<file path="src/rtl/game_pkg.sv">
// Shared definitions for the note lane scheduler and the hit-judgment logic:
// lane geometry, judgment window bit positions, state and judgment encodings.
package game_pkg;

  localparam int LANES      = 4;
  localparam int LANE_DEPTH = 16;

  localparam int GREAT_BIT  = 15;
  localparam int NICE_BIT   = 14;
  localparam int NORMAL_BIT = 13;
  localparam int BAD_BIT    = 12;

  typedef enum logic [2:0] {
    GS_IDLE  = 3'd0,
    GS_PLAY  = 3'd1,
    GS_PAUSE = 3'd2,
    GS_DRAIN = 3'd3,
    GS_DONE  = 3'd4
  } game_state_t;

  typedef enum logic [1:0] {
    JUDGE_BAD    = 2'd0,
    JUDGE_NORMAL = 2'd1,
    JUDGE_NICE   = 2'd2,
    JUDGE_GREAT  = 2'd3
  } judge_t;

  // Mask of the judgment window positions within one lane.
  function automatic logic [LANE_DEPTH-1:0] window_mask();
    logic [LANE_DEPTH-1:0] m;
    m             = '0;
    m[GREAT_BIT]  = 1'b1;
    m[NICE_BIT]   = 1'b1;
    m[NORMAL_BIT] = 1'b1;
    m[BAD_BIT]    = 1'b1;
    return m;
  endfunction

  function automatic logic [2:0] popcount4(input logic [LANES-1:0] v);
    logic [2:0] c;
    c = 3'd0;
    for (int i = 0; i < LANES; i++) begin
      c = c + {2'b00, v[i]};
    end
    return c;
  endfunction

  function automatic logic [7:0] sat_add8(input logic [7:0] a, input logic [2:0] b);
    logic [8:0] s;
    s = {1'b0, a} + {6'b000000, b};
    return s[8] ? 8'hFF : s[7:0];
  endfunction

endpackage

</file>
<file path="src/rtl/step_timer.sv">
// Game-step divider: counts enabled cycles and flags the last cycle of each
// TICK_DIV-cycle step; holds while disabled so a paused step resumes in place.
module step_timer #(
  parameter int TICK_DIV = 5_000_000
) (
  input  logic clk,
  input  logic rst_n,
  input  logic en,
  input  logic clr,
  output logic step_due
);

  localparam int CW = $clog2(TICK_DIV);
  localparam logic [CW-1:0] LAST = CW'(TICK_DIV - 1);

  logic [CW-1:0] count_r;

  assign step_due = en && (count_r == LAST);

  // Divider counter: clear has priority, wraps after the step cycle.
  always_ff @(posedge clk or negedge rst_n) begin
    if (!rst_n) begin
      count_r <= '0;
    end else if (clr) begin
      count_r <= '0;
    end else if (en) begin
      if (count_r == LAST) begin
        count_r <= '0;
      end else begin
        count_r <= count_r + CW'(1);
      end
    end else begin
      count_r <= count_r;
    end
  end

endmodule

</file>
<file path="src/rtl/note_lane_scheduler.sv">
// Owns the four note lanes: spawns chart entries, advances lanes each game step,
// clears hit windows, counts misses and sequences the game state.
module note_lane_scheduler
  import game_pkg::*;
#(
  parameter int TICK_DIV = 5_000_000
) (
  input  logic                              system_clk,
  input  logic                              rst_n,
  input  logic                              start,
  input  logic                              pause,
  input  logic                              chart_valid,
  input  logic [LANES-1:0]                  chart_lanes,
  input  logic                              chart_last,
  output logic                              chart_ready,
  input  logic [LANES-1:0]                  hit_clear,
  output logic [LANES-1:0][LANE_DEPTH-1:0]  channel,
  output logic                              run,
  output logic                              step_pulse,
  output logic                              miss_pulse,
  output logic [7:0]                        miss_count,
  output logic [2:0]                        game_state,
  output logic                              done
);

  localparam logic [LANE_DEPTH-1:0] WINDOW = window_mask();

  game_state_t state_r, state_s, resume_r, resume_s;
  logic [LANES-1:0][LANE_DEPTH-1:0] lanes_r, lanes_s, hit_s;
  logic [LANES-1:0] missed_s;
  logic [7:0] miss_count_r, miss_count_s;
  logic step_pulse_r, miss_pulse_r, run_r, done_r;
  logic playing_s, active_s, start_ok_s, step_due_s, transfer_s;

  assign playing_s  = (state_r == GS_PLAY) || (state_r == GS_DRAIN);
  assign active_s   = playing_s && !pause;
  assign start_ok_s = start && ((state_r == GS_IDLE) || (state_r == GS_DONE));

  step_timer #(.TICK_DIV(TICK_DIV)) u_step_timer (
    .clk      (system_clk),
    .rst_n    (rst_n),
    .en       (active_s),
    .clr      (start_ok_s),
    .step_due (step_due_s)
  );

  assign chart_ready = step_due_s && (state_r == GS_PLAY);
  assign transfer_s  = chart_valid && chart_ready;

  // Lane datapath: hit clear, miss detect, shift, spawn, then saturating miss count.
  always_comb begin
    hit_s        = lanes_r;
    lanes_s      = lanes_r;
    missed_s     = '0;
    miss_count_s = miss_count_r;
    for (int i = 0; i < LANES; i++) begin
      if (active_s && hit_clear[i]) begin
        hit_s[i] = lanes_r[i] & ~WINDOW;
      end else begin
        hit_s[i] = lanes_r[i];
      end
      missed_s[i] = hit_s[i][LANE_DEPTH-1];
      if (step_due_s) begin
        lanes_s[i] = {hit_s[i][LANE_DEPTH-2:0], 1'b0};
        // A near-spawn entry blocks the new note so the window never holds two.
        if (transfer_s && chart_lanes[i] && (lanes_r[i][3:0] == 4'b0000)) begin
          lanes_s[i][0] = 1'b1;
        end else begin
          lanes_s[i][0] = 1'b0;
        end
      end else begin
        lanes_s[i] = hit_s[i];
      end
    end
    if (step_due_s) begin
      miss_count_s = sat_add8(miss_count_r, popcount4(missed_s));
    end else begin
      miss_count_s = miss_count_r;
    end
    if (start_ok_s) begin
      lanes_s      = '0;
      miss_count_s = 8'd0;
    end else begin
      miss_count_s = miss_count_s;
    end
  end

  // Game state next-state logic; pause takes priority over any step activity.
  always_comb begin
    state_s  = state_r;
    resume_s = resume_r;
    case (state_r)
      GS_IDLE, GS_DONE: begin
        if (start) begin
          state_s = GS_PLAY;
        end else begin
          state_s = state_r;
        end
      end
      GS_PLAY: begin
        if (pause) begin
          state_s  = GS_PAUSE;
          resume_s = GS_PLAY;
        end else if (transfer_s && chart_last) begin
          state_s = GS_DRAIN;
        end else begin
          state_s = GS_PLAY;
        end
      end
      GS_DRAIN: begin
        if (pause) begin
          state_s  = GS_PAUSE;
          resume_s = GS_DRAIN;
        end else if (step_due_s && (lanes_s == '0)) begin
          state_s = GS_DONE;
        end else begin
          state_s = GS_DRAIN;
        end
      end
      GS_PAUSE: begin
        if (!pause) begin
          state_s = resume_r;
        end else begin
          state_s = GS_PAUSE;
        end
      end
      default: begin
        state_s  = GS_IDLE;
        resume_s = GS_PLAY;
      end
    endcase
  end

  // State, lane and status registers.
  always_ff @(posedge system_clk or negedge rst_n) begin
    if (!rst_n) begin
      state_r      <= GS_IDLE;
      resume_r     <= GS_PLAY;
      lanes_r      <= '0;
      miss_count_r <= 8'd0;
      step_pulse_r <= 1'b0;
      miss_pulse_r <= 1'b0;
      run_r        <= 1'b0;
      done_r       <= 1'b0;
    end else begin
      state_r      <= state_s;
      resume_r     <= resume_s;
      lanes_r      <= lanes_s;
      miss_count_r <= miss_count_s;
      step_pulse_r <= step_due_s;
      miss_pulse_r <= step_due_s && (missed_s != '0);
      run_r        <= (state_s == GS_PLAY) || (state_s == GS_DRAIN);
      done_r       <= (state_s == GS_DONE);
    end
  end

  assign channel    = lanes_r;
  assign miss_count = miss_count_r;
  assign step_pulse = step_pulse_r;
  assign miss_pulse = miss_pulse_r;
  assign run        = run_r;
  assign done       = done_r;
  assign game_state = state_r;

endmodule
</file>
<file path="config.mk">
export PLATFORM = sky130hd
export DESIGN_NAME = note_lane_scheduler
export DESIGN_NICKNAME = d
export VERILOG_FILES = /design/src/rtl/game_pkg.sv /design/src/rtl/step_timer.sv /design/src/rtl/note_lane_scheduler.sv
export SDC_FILE = /design/constraint.sdc
export NUM_CORES = 1
export LEC_CHECK = 0
export BUFFER_PORTS_ARGS = -buffer_cell sky130_fd_sc_hd__buf_4
export CORE_ASPECT_RATIO = 0.75
export CORE_UTILIZATION = 55
export DETAILED_ROUTE_END_ITERATION = 6
export PLACE_DENSITY = 0.79
export SETUP_SLACK_MARGIN = 0.05
export SLEW_MARGIN = 20
export SYNTH_ARGS = -nofsm -noshare
export SYNTH_HDL_FRONTEND = slang
export SYNTH_SLANG_ARGS = --single-unit
</file>
<file path="constraint.sdc">
create_clock -name system_clk -period 4.8 [get_ports system_clk]
set_clock_uncertainty 0.1 [all_clocks]
set_input_delay 0.96 -clock system_clk [delete_from_list [all_inputs] [get_ports system_clk]]
set_output_delay 0.96 -clock system_clk [all_outputs]
set_load 0.01 [all_outputs]
</file>
==> out/metrics.cfg, run 1 <==
[global_route]
grt_util_all_layers_pct = 29.3
grt_pass1_wl_um = 21500
grt_start_max_net_pins = 81
first_global_vias = 4176
antenna_found_initial = 0
overflow = 0

[drt]
drt_first_pass_iters = 7
wl_per_cell_um = 17.3
drcViolationCount = 14
wl_um = 13100
dr_total_vias = 4593
drt_iter0_drc = 424
antenna_left = 0
routed_via_density = 6.07

[die]
dieArea_sq_mm = 0.00934
core_sq_mm = 0.00856
die_h_um = 84.0
ios = 94
start_util_pct = 57.5
placementRows = 29
die_w_um = 111

[finish]
finalNetCount = 663
final_area_sq_mm = 0.00599
syn_to_final_growth_pct = 21.6
drive_above_1_share_pct = 19.3
n_fill_cell = 648
diodes = 0

[critical_path]
reg2reg_to = miss_count[4]
end_kind = register
timing.rr.start = game_state[0]
path_max_fanout = 6
critPathKind = primary input to register
required_ns = 4.96
reg2regPathDepth = 11
start_kind = primary input
reg2reg_slack_ns = 1.13
critical_path_arrival_ns = 4.00

[min_path]
hold_class = register to register
whs_endpoint = resume_r[1]
min_from = resume_r[1]
whs_path_depth = 2

[placed_design]
dp_hpwl_um = 9030
gp_congestion = 0.826
portBuffers = 93
dpl_cell_area_sq_mm = 0.00571

[timing]
period_minus_slack_ns = 3.84
fmax_mhz = 260
period_share_pct = 80.0
hold_violations = 0
drv_slew = 0
relSlewSlack_pct = 48.5
grt_setup_unrepaired = false
tightest_slew_ns = 0.761
tns_ns = 0
finalSetupViolations = 0

[logic_synthesis]
yosysMostFrequentCell = nand2_1
yosys-top-cells-count = nand2_1, dfrtp_1, nand3_1
ys_seq_elements = 103
syn_area_sq_mm = 0.00493
synth_async_sr_flop_share_pct = 100
synth_top_area_share_pct = 52.3
synth_top_area_cell = dfrtp_1
synth_cell_types = 51
seq_area_frac_synth_pct = 52.3
syn_nets = 581
synth_cells = 562
synth_edf_count = 0
synth_ff_type = dfrtp_1
yosys_warnings = 0
syn-mean-instance-area_sq_um = 8.77
synthTopCellsByArea = dfrtp_1, nand2_1, nand3_1

[pwr]
p_leak_nw = 3.06
ir_worst_vdd_mv = 0.223
total_power_mw = 1.94
p_per_area_mw_per_mm2 = 324

[clocking]
cts-resized-gates = 0
clkTransAtPathRegs_ns = 0.07
cts_hold_buf = 0
root_buffer = clkbuf_16
htreeDepth = 3
numCtsBuffers = 9
cts.sinks = 103
clk_latency_ns = 0.34
cts_buffer_depth = 2
post_cts_buffers = 0
cts_tree = yes

[job]
maxCapViolCount = 0

[run_status]
violations = design-rule violations
status = finished, violations left

through the flow:
step                hold WS, ns  util (%)  instances  setup WS, ns
finish                    0.426      70.0        757         0.960
global route              0.444      70.0        757         0.662
CTS                       0.420      69.9        757         0.986
detailed placement        0.399      66.7        741         0.637
global placement          0.382      66.7        741         0.759
floorplan                 0.365         -        562          1.06
per-layer routing:
| metal | wire length, um | GRT usage, % | up-vias |
|---|---|---|---|
| met5 | 0 | 0 | - |
| met4 | 291 | 8.97 | 0 |
| met3 | 996 | 4.79 | 28 |
| met2 | 5910 | 42.4 | 224 |
| met1 | 5930 | 45.0 | 2227 |
| li1 | - | - | 2114 |
how the worst max path moves through the flow:
stage,start,end,slack [ns],cells past startpoint
floorplan,pause,miss_count[4],1.06,11
global placement,pause,miss_count[4],0.76,12
detailed placement,pause,miss_count[4],0.64,12
CTS,pause,miss_count[4],0.99,12
global route,pause,miss_count[4],0.66,12
finish,pause,miss_count[4],0.96,12
worst max-delay path: stages:
cell     delay, ns
buf_4         0.14
nor3b_2       0.39
nand2_1       0.16
and2_1        0.22
fa_1          0.52
fa_1          0.20
inv_1         0.06
fa_1          0.41
nor2_1        0.30
nand3_1       0.23
and4_1        0.26
nor3_1        0.15
cell families (layout without fill, tap and decap cells):
kind of cell | count (synthesis) | in the layout | share of synthesized area, %
AND/OR/NAND/NOR | 328 | 328 | 31.6
flip-flops | 103 | 103 | 52.3
AO/OA/AOI/OAI | 74 | 74 | 8.84
buffers and inverters | 38 | 125 | 2.90
XOR/XNOR | 11 | 11 | 1.96
adder cells (fa/ha/maj) | 5 | 5 | 1.73
multiplexers | 3 | 3 | 0.610
cell type report:
| cell class | instances | area [sq um] | area share [%] |
|---|---|---|---|
| inverter | 9 | 33.8 | 0.564 |
| sequential | 103 | 2580 | 43.0 |
| clock inverter | 7 | 53.8 | 0.898 |
| timing repair buffer | 100 | 754 | 12.6 |
| tap | 108 | 135 | 2.26 |
| clock buffer | 9 | 225 | 3.76 |
| multi-input combinational | 421 | 2210 | 36.9 |
sequential cells by signal, indices dropped and copies added (netlist names):
register / count
game_state: 3
miss_count: 8
channel: 64
step_pulse: 1
miss_pulse: 1
resume_r: 1
run: 1
done: 1
u_step_timer.count_r: 23
layout by cell type, fill, tap and decap left out, drive strengths merged, types with 2 or more instances in the layout:
master and n:
buf 100, inv 12, o21ai 21, fa 3
a21oi 30, o211ai 2, mux2i 3, dfrtp 103
nor3b 2, nor2 31, nor4 16, nand2 150
a21o 4, ha 2, clkinv 2, o22ai 2
clkbuf 9, nand4b 4, and3 5, or4 2
nor4b 3, or3 4, xor2 8, nand4 12
nor2b 3, xnor2 3, nand3 69, and2 7
clkinvlp 2, nor3 11, a31oi 3, a211oi 3
or3b 2, or2 3
report_power, final:
part,switching [mW],internal [mW]
registers,0.0523,0.902
logic,0.196,0.0948
clock network,0.338,0.358
total,0.586,1.35
Note: power is estimated with default switching activity, not from simulation.
==> inputs of run 2 (changes only) <==
Settings changed: ABC_AREA set to 1, CORE_UTILIZATION 55 to 58, PLACE_DENSITY 0.79 to 0.81.
Clock period 4.8 ns to 3.63 ns, I/O delays scaled along.
==> run 2 against run 1 <==
Compared with the run above: final area grew 21%; clock power up 37%; cell count rose by 45%; register-to-register slack worse by 0.84 ns; die area is 17% higher; sequential cell count did not move; highest routed layer unchanged; synthesized cell count increased by 55%; global-route usage is 1.9 points higher; hold slack worse by 0.11 ns; critical path depth down 5; the run now ends clean; critical path type is now register to output port; critical endpoint is now chart_ready.
==> out/metrics.cfg, run 2 <==
[logic_synthesis]
synthTopCellsByArea = dfrtp_1, nand2_1, nand3_1
syn_nets = 889  ; +53%
yosys-top-cells-count = nand2_1, inv_1, nor2_1
syn_area_sq_mm = 0.00610  ; +24%
synth_cell_types = 34  ; -33%
synth_edf_count = 0  ; unchanged
synth_top_area_cell = dfrtp_1
yosys_warnings = 0  ; unchanged
synth_cells = 870  ; +55%
seq_area_frac_synth_pct = 42.2  ; -10 points
yosysMostFrequentCell = nand2_1
synth_top_area_share_pct = 42.2  ; -10 points
syn-mean-instance-area_sq_um = 7.01  ; -20%
ys_seq_elements = 103  ; unchanged
synth_async_sr_flop_share_pct = 100  ; unchanged
synth_ff_type = dfrtp_1

[timing]
period_share_pct = 93.0
period_minus_slack_ns = 3.38
drv_slew = 0  ; unchanged
hold_slack_ns = 0.321  ; -0.105 ns
hold_violations = 0  ; unchanged
grt_setup_unrepaired = false
finalSetupViolations = 0  ; unchanged
tightest_slew_ns = 0.711  ; -0.0505 ns
fmax_mhz = 296
relSlewSlack_pct = 52.6  ; +4.1 points
setup_ws_ns = 0.252  ; -0.708 ns

[drt]
wl_um = 16300  ; +24%
antenna_left = 0  ; unchanged
drt_first_pass_iters = 6  ; -1
dr_total_vias = 6123  ; +33%
wl_per_cell_um = 14.8  ; -15%
routed_via_density = 5.57  ; -8.3%
drt_iter0_drc = 899  ; +110%
drcViolationCount = 0  ; -14

[critical_path]
critPathMaxStageDelay_ns = 0.44  ; -0.08 ns
path_buf_inv = 3  ; +1
crit_path_top_delay_cell = nand4_1
start_kind = register
path_max_fanout = 32  ; +26
critPathKind = register to output port
cp_common_cell = buf_4
cp_cell_sequence = inv_2 -> nand2_2 -> nor2_4 -> buf_4 -> nand4_1 -> nor2_1 -> buf_4
critical_path_arrival_ns = 2.55  ; -1.45 ns
required_ns = 2.80  ; -2.16 ns
end_kind = output port
crit_family = simple AND/OR/NAND/NOR gates

[finish]
multi_input_area_sq_mm = 0.00286  ; +29%
final_common_cell = nand2_1
largest_reg_flops = 64  ; unchanged
register_area_sq_mm = 0.00258  ; unchanged
diodes = 0  ; unchanged
finalNetCount = 979  ; +48%
syn_to_final_growth_pct = 18.8
final_area_sq_mm = 0.00725  ; +21%
n_fill_cell = 876  ; +35%
final_cell_mix = nand2_1, inv_1, buf_4
drive_above_1_share_pct = 16.2  ; -3.1 points

[die]
die_h_um = 90.8  ; +8.2%
die_w_um = 120  ; +8.2%
placementRows = 32  ; +10%
ios = 94  ; unchanged
core_sq_mm = 0.0102  ; +20%
dieArea_sq_mm = 0.0109  ; +17%
start_util_pct = 59.5  ; +2.0 points

[pwr]
switching_share_pct = 32.6  ; +2.4 points
p_switching_mw = 0.924  ; +58%
total_power_mw = 2.84  ; +46%
combPwrFrac_pct = 21.5  ; +6.5 points
p_leak_nw = 4.20  ; +37%
p_per_area_mw_per_mm2 = 391  ; +21%
p_clk_share_pct = 33.6  ; -2.2 points
sequentialPowerShare_pct = 44.9  ; -4.3 points
p_int_mw = 1.91  ; +41%
ir_worst_vdd_mv = 0.282  ; +27%

[clocking]
post_cts_buffers = 0  ; unchanged
cts_tree = yes
htreeDepth = 3  ; unchanged
clk_latency_ns = 0.36  ; +0.02 ns
cts_buffer_depth = 2  ; unchanged
cts.sinks = 103  ; unchanged
numCtsBuffers = 9  ; unchanged
clkTransAtPathRegs_ns = 0.07  ; about the same
root_buffer = clkbuf_16

[placed_design]
gp_congestion = 0.920  ; +11%
dp_hpwl_um = 11500  ; +27%
pre_cts_ws_ns = -0.0490  ; -0.686 ns
dpl_cell_area_sq_mm = 0.00695  ; +22%
portBuffers = 93  ; unchanged

[global_route]
grt_util_all_layers_pct = 31.2  ; +1.9 points
antenna_found_initial = 0  ; unchanged
first_global_vias = 5376  ; +29%
overflow = 0  ; unchanged
grt_start_max_net_pins = 66  ; -19%
grt_pass1_wl_um = 26800  ; +24%

[min_path]
hold_class = primary input to asynchronous set/reset pin

[job]
maxCapViolCount = 0  ; unchanged

[run_status]
status = complete, no violations

## run 2: metrics by stage
| stage | utilization, % | cells | setup TNS [ns] |
|---|---|---|---|
| floorplan | - | 870 | 0 |
| global placement | 67.8 | 1085 | 0 |
| detailed placement | 67.8 | 1085 | -0.104 |
| CTS | 70.5 | 1100 | 0 |
| global route | 70.7 | 1100 | 0 |
| finish | 70.7 | 1100 | 0 |
## run 2: cell families (layout without fill, tap and decap cells)
| family | count (synthesis) | in the layout | synth area share (%) |
|---|---|---|---|
| simple gates | 546 | 546 | 40.5 |
| buf+inv | 165 | 259 | 11.3 |
| flops | 103 | 103 | 42.2 |
| compound gates | 49 | 49 | 4.37 |
| fa+ha+maj | 5 | 5 | 1.39 |
| xor+xnor | 2 | 2 | 0.287 |
## run 2: what timing repair did
action                     4_1_cts  5_1_grt
resized for setup                0        8
setup endpoints to repair        0        9
hold buffers                     0        0
## run 2: power by group through the flow
stage	clock network, mW	registers (mW)	logic (mW)
floorplan	0	1.29	0.364
global placement	0	1.29	0.587
detailed placement	0	1.29	0.592
CTS	0.959	1.27	0.596
global route	1.01	1.28	0.664
finish	0.953	1.27	0.610
## run 2: metal layers
| metal | up-vias | share of wire, % | global-route usage, % |
|---|---|---|---|
| li1 | 2984 | - | - |
| met1 | 2814 | 47 | 49.5 |
| met2 | 313 | 42 | 42.6 |
| met3 | 12 | 9.7 | 6.76 |
| met4 | 0 | 0.99 | 7.61 |
| met5 | - | 0 | 0 |
## run 2: path summary, 6_finish.rpt
path	startpoint	to	slack [ns]	cells after the start
worst min-delay path	rst_n	channel[60]	0.32	1
worst min register to register	channel[59]	channel[60]	0.45	2
worst max-delay path	game_state[2]	chart_ready	0.25	7
min in group system_clk	channel[59]	channel[60]	0.45	2
max in group asynchronous	rst_n	channel[27]	2.40	2
worst max register to register	game_state[2]	miss_count[3]	0.29	19
## run 2: area by class of cell
cell class                 count  share of cell area (%)
clock buffer                  11                    3.21
clock inverter                 4                   0.656
inverter                     133                    6.89
timing repair buffer         111                    11.8
sequential                   103                    35.6
multi-input combinational    602                    39.5
tap                          136                    2.35
==> inputs of run 3 (changes only) <==
Settings changed: CORE_MARGIN set to 2.
==> run 3 against run 2 <==
Compared with the run above: clock power increased by 13%; register-to-register slack better by 0.04 ns; via count is 0.78% higher; maximum frequency barely moved; combinational power grew 3%; highest routed layer unchanged.
==> out/metrics.cfg, run 3 (same netlist as run 2, synthesis figures left out) <==
[critical_path]
critical_path_arrival_ns = 2.55  ; about the same
reg2reg_to = miss_count[2]
required_ns = 2.80  ; about the same
path_max_fanout = 33  ; +3.1%
reg2reg_slack_ns = 0.33  ; +0.04 ns
start_kind = register
reg2regPathDepth = 19  ; unchanged
timing.rr.start = game_state[2]
end_kind = output port
critPathKind = register to output port

[timing]
hold_violations = 0  ; unchanged
relSlewSlack_pct = 50.9  ; -1.7 points
tightest_slew_ns = 0.736  ; +0.0253 ns
period_minus_slack_ns = 3.38  ; +0.00200 ns
finalSetupViolations = 0  ; unchanged
fmax_mhz = 296  ; about the same
grt_setup_unrepaired = false
period_share_pct = 93.1  ; about the same
tns_ns = 0  ; unchanged
drv_slew = 0  ; unchanged

[finish]
largest_reg_flops = 64  ; unchanged
final_common_cell = nand2_1
syn_to_final_growth_pct = 20.2
diodes = 0  ; unchanged
drive_above_1_share_pct = 16.7  ; +0.55 points
finalNetCount = 982  ; +0.31%
register_area_sq_mm = 0.00258  ; unchanged
multi_input_area_sq_mm = 0.00286  ; unchanged
final_util_pct = 71.6  ; +0.85 points
n_fill_cell = 845  ; -3.5%
finalNonFillerCells = 1104  ; +0.36%
final_cell_mix = nand2_1, inv_1, buf_4

[die]
ios = 94  ; unchanged
start_util_pct = 59.5  ; unchanged
dieArea_sq_mm = 0.0114  ; +3.9%
die_w_um = 122  ; +1.7%
core_sq_mm = 0.0102  ; unchanged
die_h_um = 92.8  ; +2.2%
placementRows = 32  ; unchanged

[drt]
wl_per_cell_um = 15.0  ; +0.99%
routed_via_density = 5.59  ; +0.42%
drt_first_pass_iters = 5  ; -1
drcViolationCount = 0  ; unchanged
drt_iter0_drc = 707  ; -21%
dr_total_vias = 6171  ; +0.78%
antenna_left = 0  ; unchanged
wl_um = 16500  ; +1.4%

[clocking]
root_buffer = clkbuf_16
htreeDepth = 3  ; unchanged
clk_latency_ns = 0.35  ; about the same
cts_tree = yes
clkTransAtPathRegs_ns = 0.07  ; about the same
cts_buffer_depth = 2  ; unchanged
cts.sinks = 103  ; unchanged
numCtsBuffers = 9  ; unchanged

[placed_design]
portBuffers = 93  ; unchanged
gp_congestion = 0.890  ; -3.2%
place_inst = 1087  ; +0.18%
dp_hpwl_um = 11600  ; +0.93%

[global_route]
first_global_vias = 5488  ; +2.1%
grt_start_max_net_pins = 65  ; -1.5%
antenna_found_initial = 0  ; unchanged
grt_util_all_layers_pct = 30.8  ; -0.42 points
overflow = 0  ; unchanged
grt_pass1_wl_um = 27300  ; +1.6%

[run_status]
status = complete, no violations

[pwr]
p_leak_nw = 4.24  ; +1.0%
p_per_area_mw_per_mm2 = 405  ; +3.5%
ir_worst_vdd_mv = 0.366  ; +30%

[min_path]
hold_class = primary input to asynchronous set/reset pin

[job]
maxCapViolCount = 0  ; unchanged

run 3: cell types whose count changed in the layout (fill, tap and decap cells not counted):
cell,change
buf_4,+2
clkbuf_1,-2
clkbuf_8,+2
buf_12,+1
bufinv_16,+1
clkinv_2,-1
clkinvlp_4,+1
run 3: routing by layer:
| layer | wire (um) | global-route usage (%) | vias up |
|---|---|---|---|
| met1 | 7600 | 46.9 | 2798 |
| met3 | 1700 | 7.57 | 40 |
| li1 | - | - | 2986 |
| met5 | 0 | 0 | - |
| met2 | 6920 | 43.3 | 347 |
| met4 | 301 | 8.43 | 0 |
run 3: worst max-delay path: stages, from the launching register on:
cell     delay [ns]
dfrtp_1        0.40
inv_2          0.11
nand2_2        0.09
nor2_4         0.19
buf_4          0.40
nand4_1        0.45
nor2_1         0.37
buf_4          0.18
run 3: power by group:
part / total, mW / internal [mW] / leakage, nW / switching [mW]
Clock: 1.08 / 0.641 / 0.158 / 0.435
Combinational: 0.627 / 0.182 / 2.66 / 0.445
Sequential: 1.27 / 1.21 / 1.43 / 0.0598
Total: 2.97 / 2.03 / 4.24 / 0.939
run 3: timing repair:
| action | in CTS | in global routing |
|---|---|---|
| setup endpoints to repair | 0 | 8 |
| setup buffers | 0 | 1 |
| hold buffers | 0 | 0 |
| gates resized for setup | 0 | 8 |
run 3: layout make-up:
cell class	instances	share of cell area [%]
Inverter	133	6.81
Clock buffer	11	3.45
Sequential cell	103	35.1
Clock inverter	5	1.09
Multi-Input combinational cell	602	39.0
Timing Repair Buffer	114	12.2
Tap cell	136	2.32
run 3: worst max-delay path by stage:
stage	startpoint	to	slack, ns	depth (start not counted)
2_1_floorplan	pause	miss_count[4]	0.30	17
3_3_place_gp	pause	miss_count[4]	0.09	18
3_5_place_dp	pause	miss_count[5]	0.02	18
4_1_cts	game_state[2]	miss_count[2]	0.16	19
5_1_grt	game_state[2]	miss_count[2]	0.08	19
6_report	game_state[2]	chart_ready	0.25	7
run 3: metrics by stage:
| stage | total power, mW | setup slack, ns | hold slack, ns | cell area (sq um) |
|---|---|---|---|---|
| after detailed placement | 1.89 | 0.0192 | 0.423 | 6980 |
| after global placement | 1.89 | 0.0937 | 0.416 | 6980 |
| after floorplan | 1.65 | 0.301 | 0.330 | 6100 |
| after global routing | 3.10 | 0.0824 | 0.403 | 7340 |
| final | 2.97 | 0.250 | 0.339 | 7340 |
| after CTS | 2.96 | 0.160 | 0.360 | 7310 |
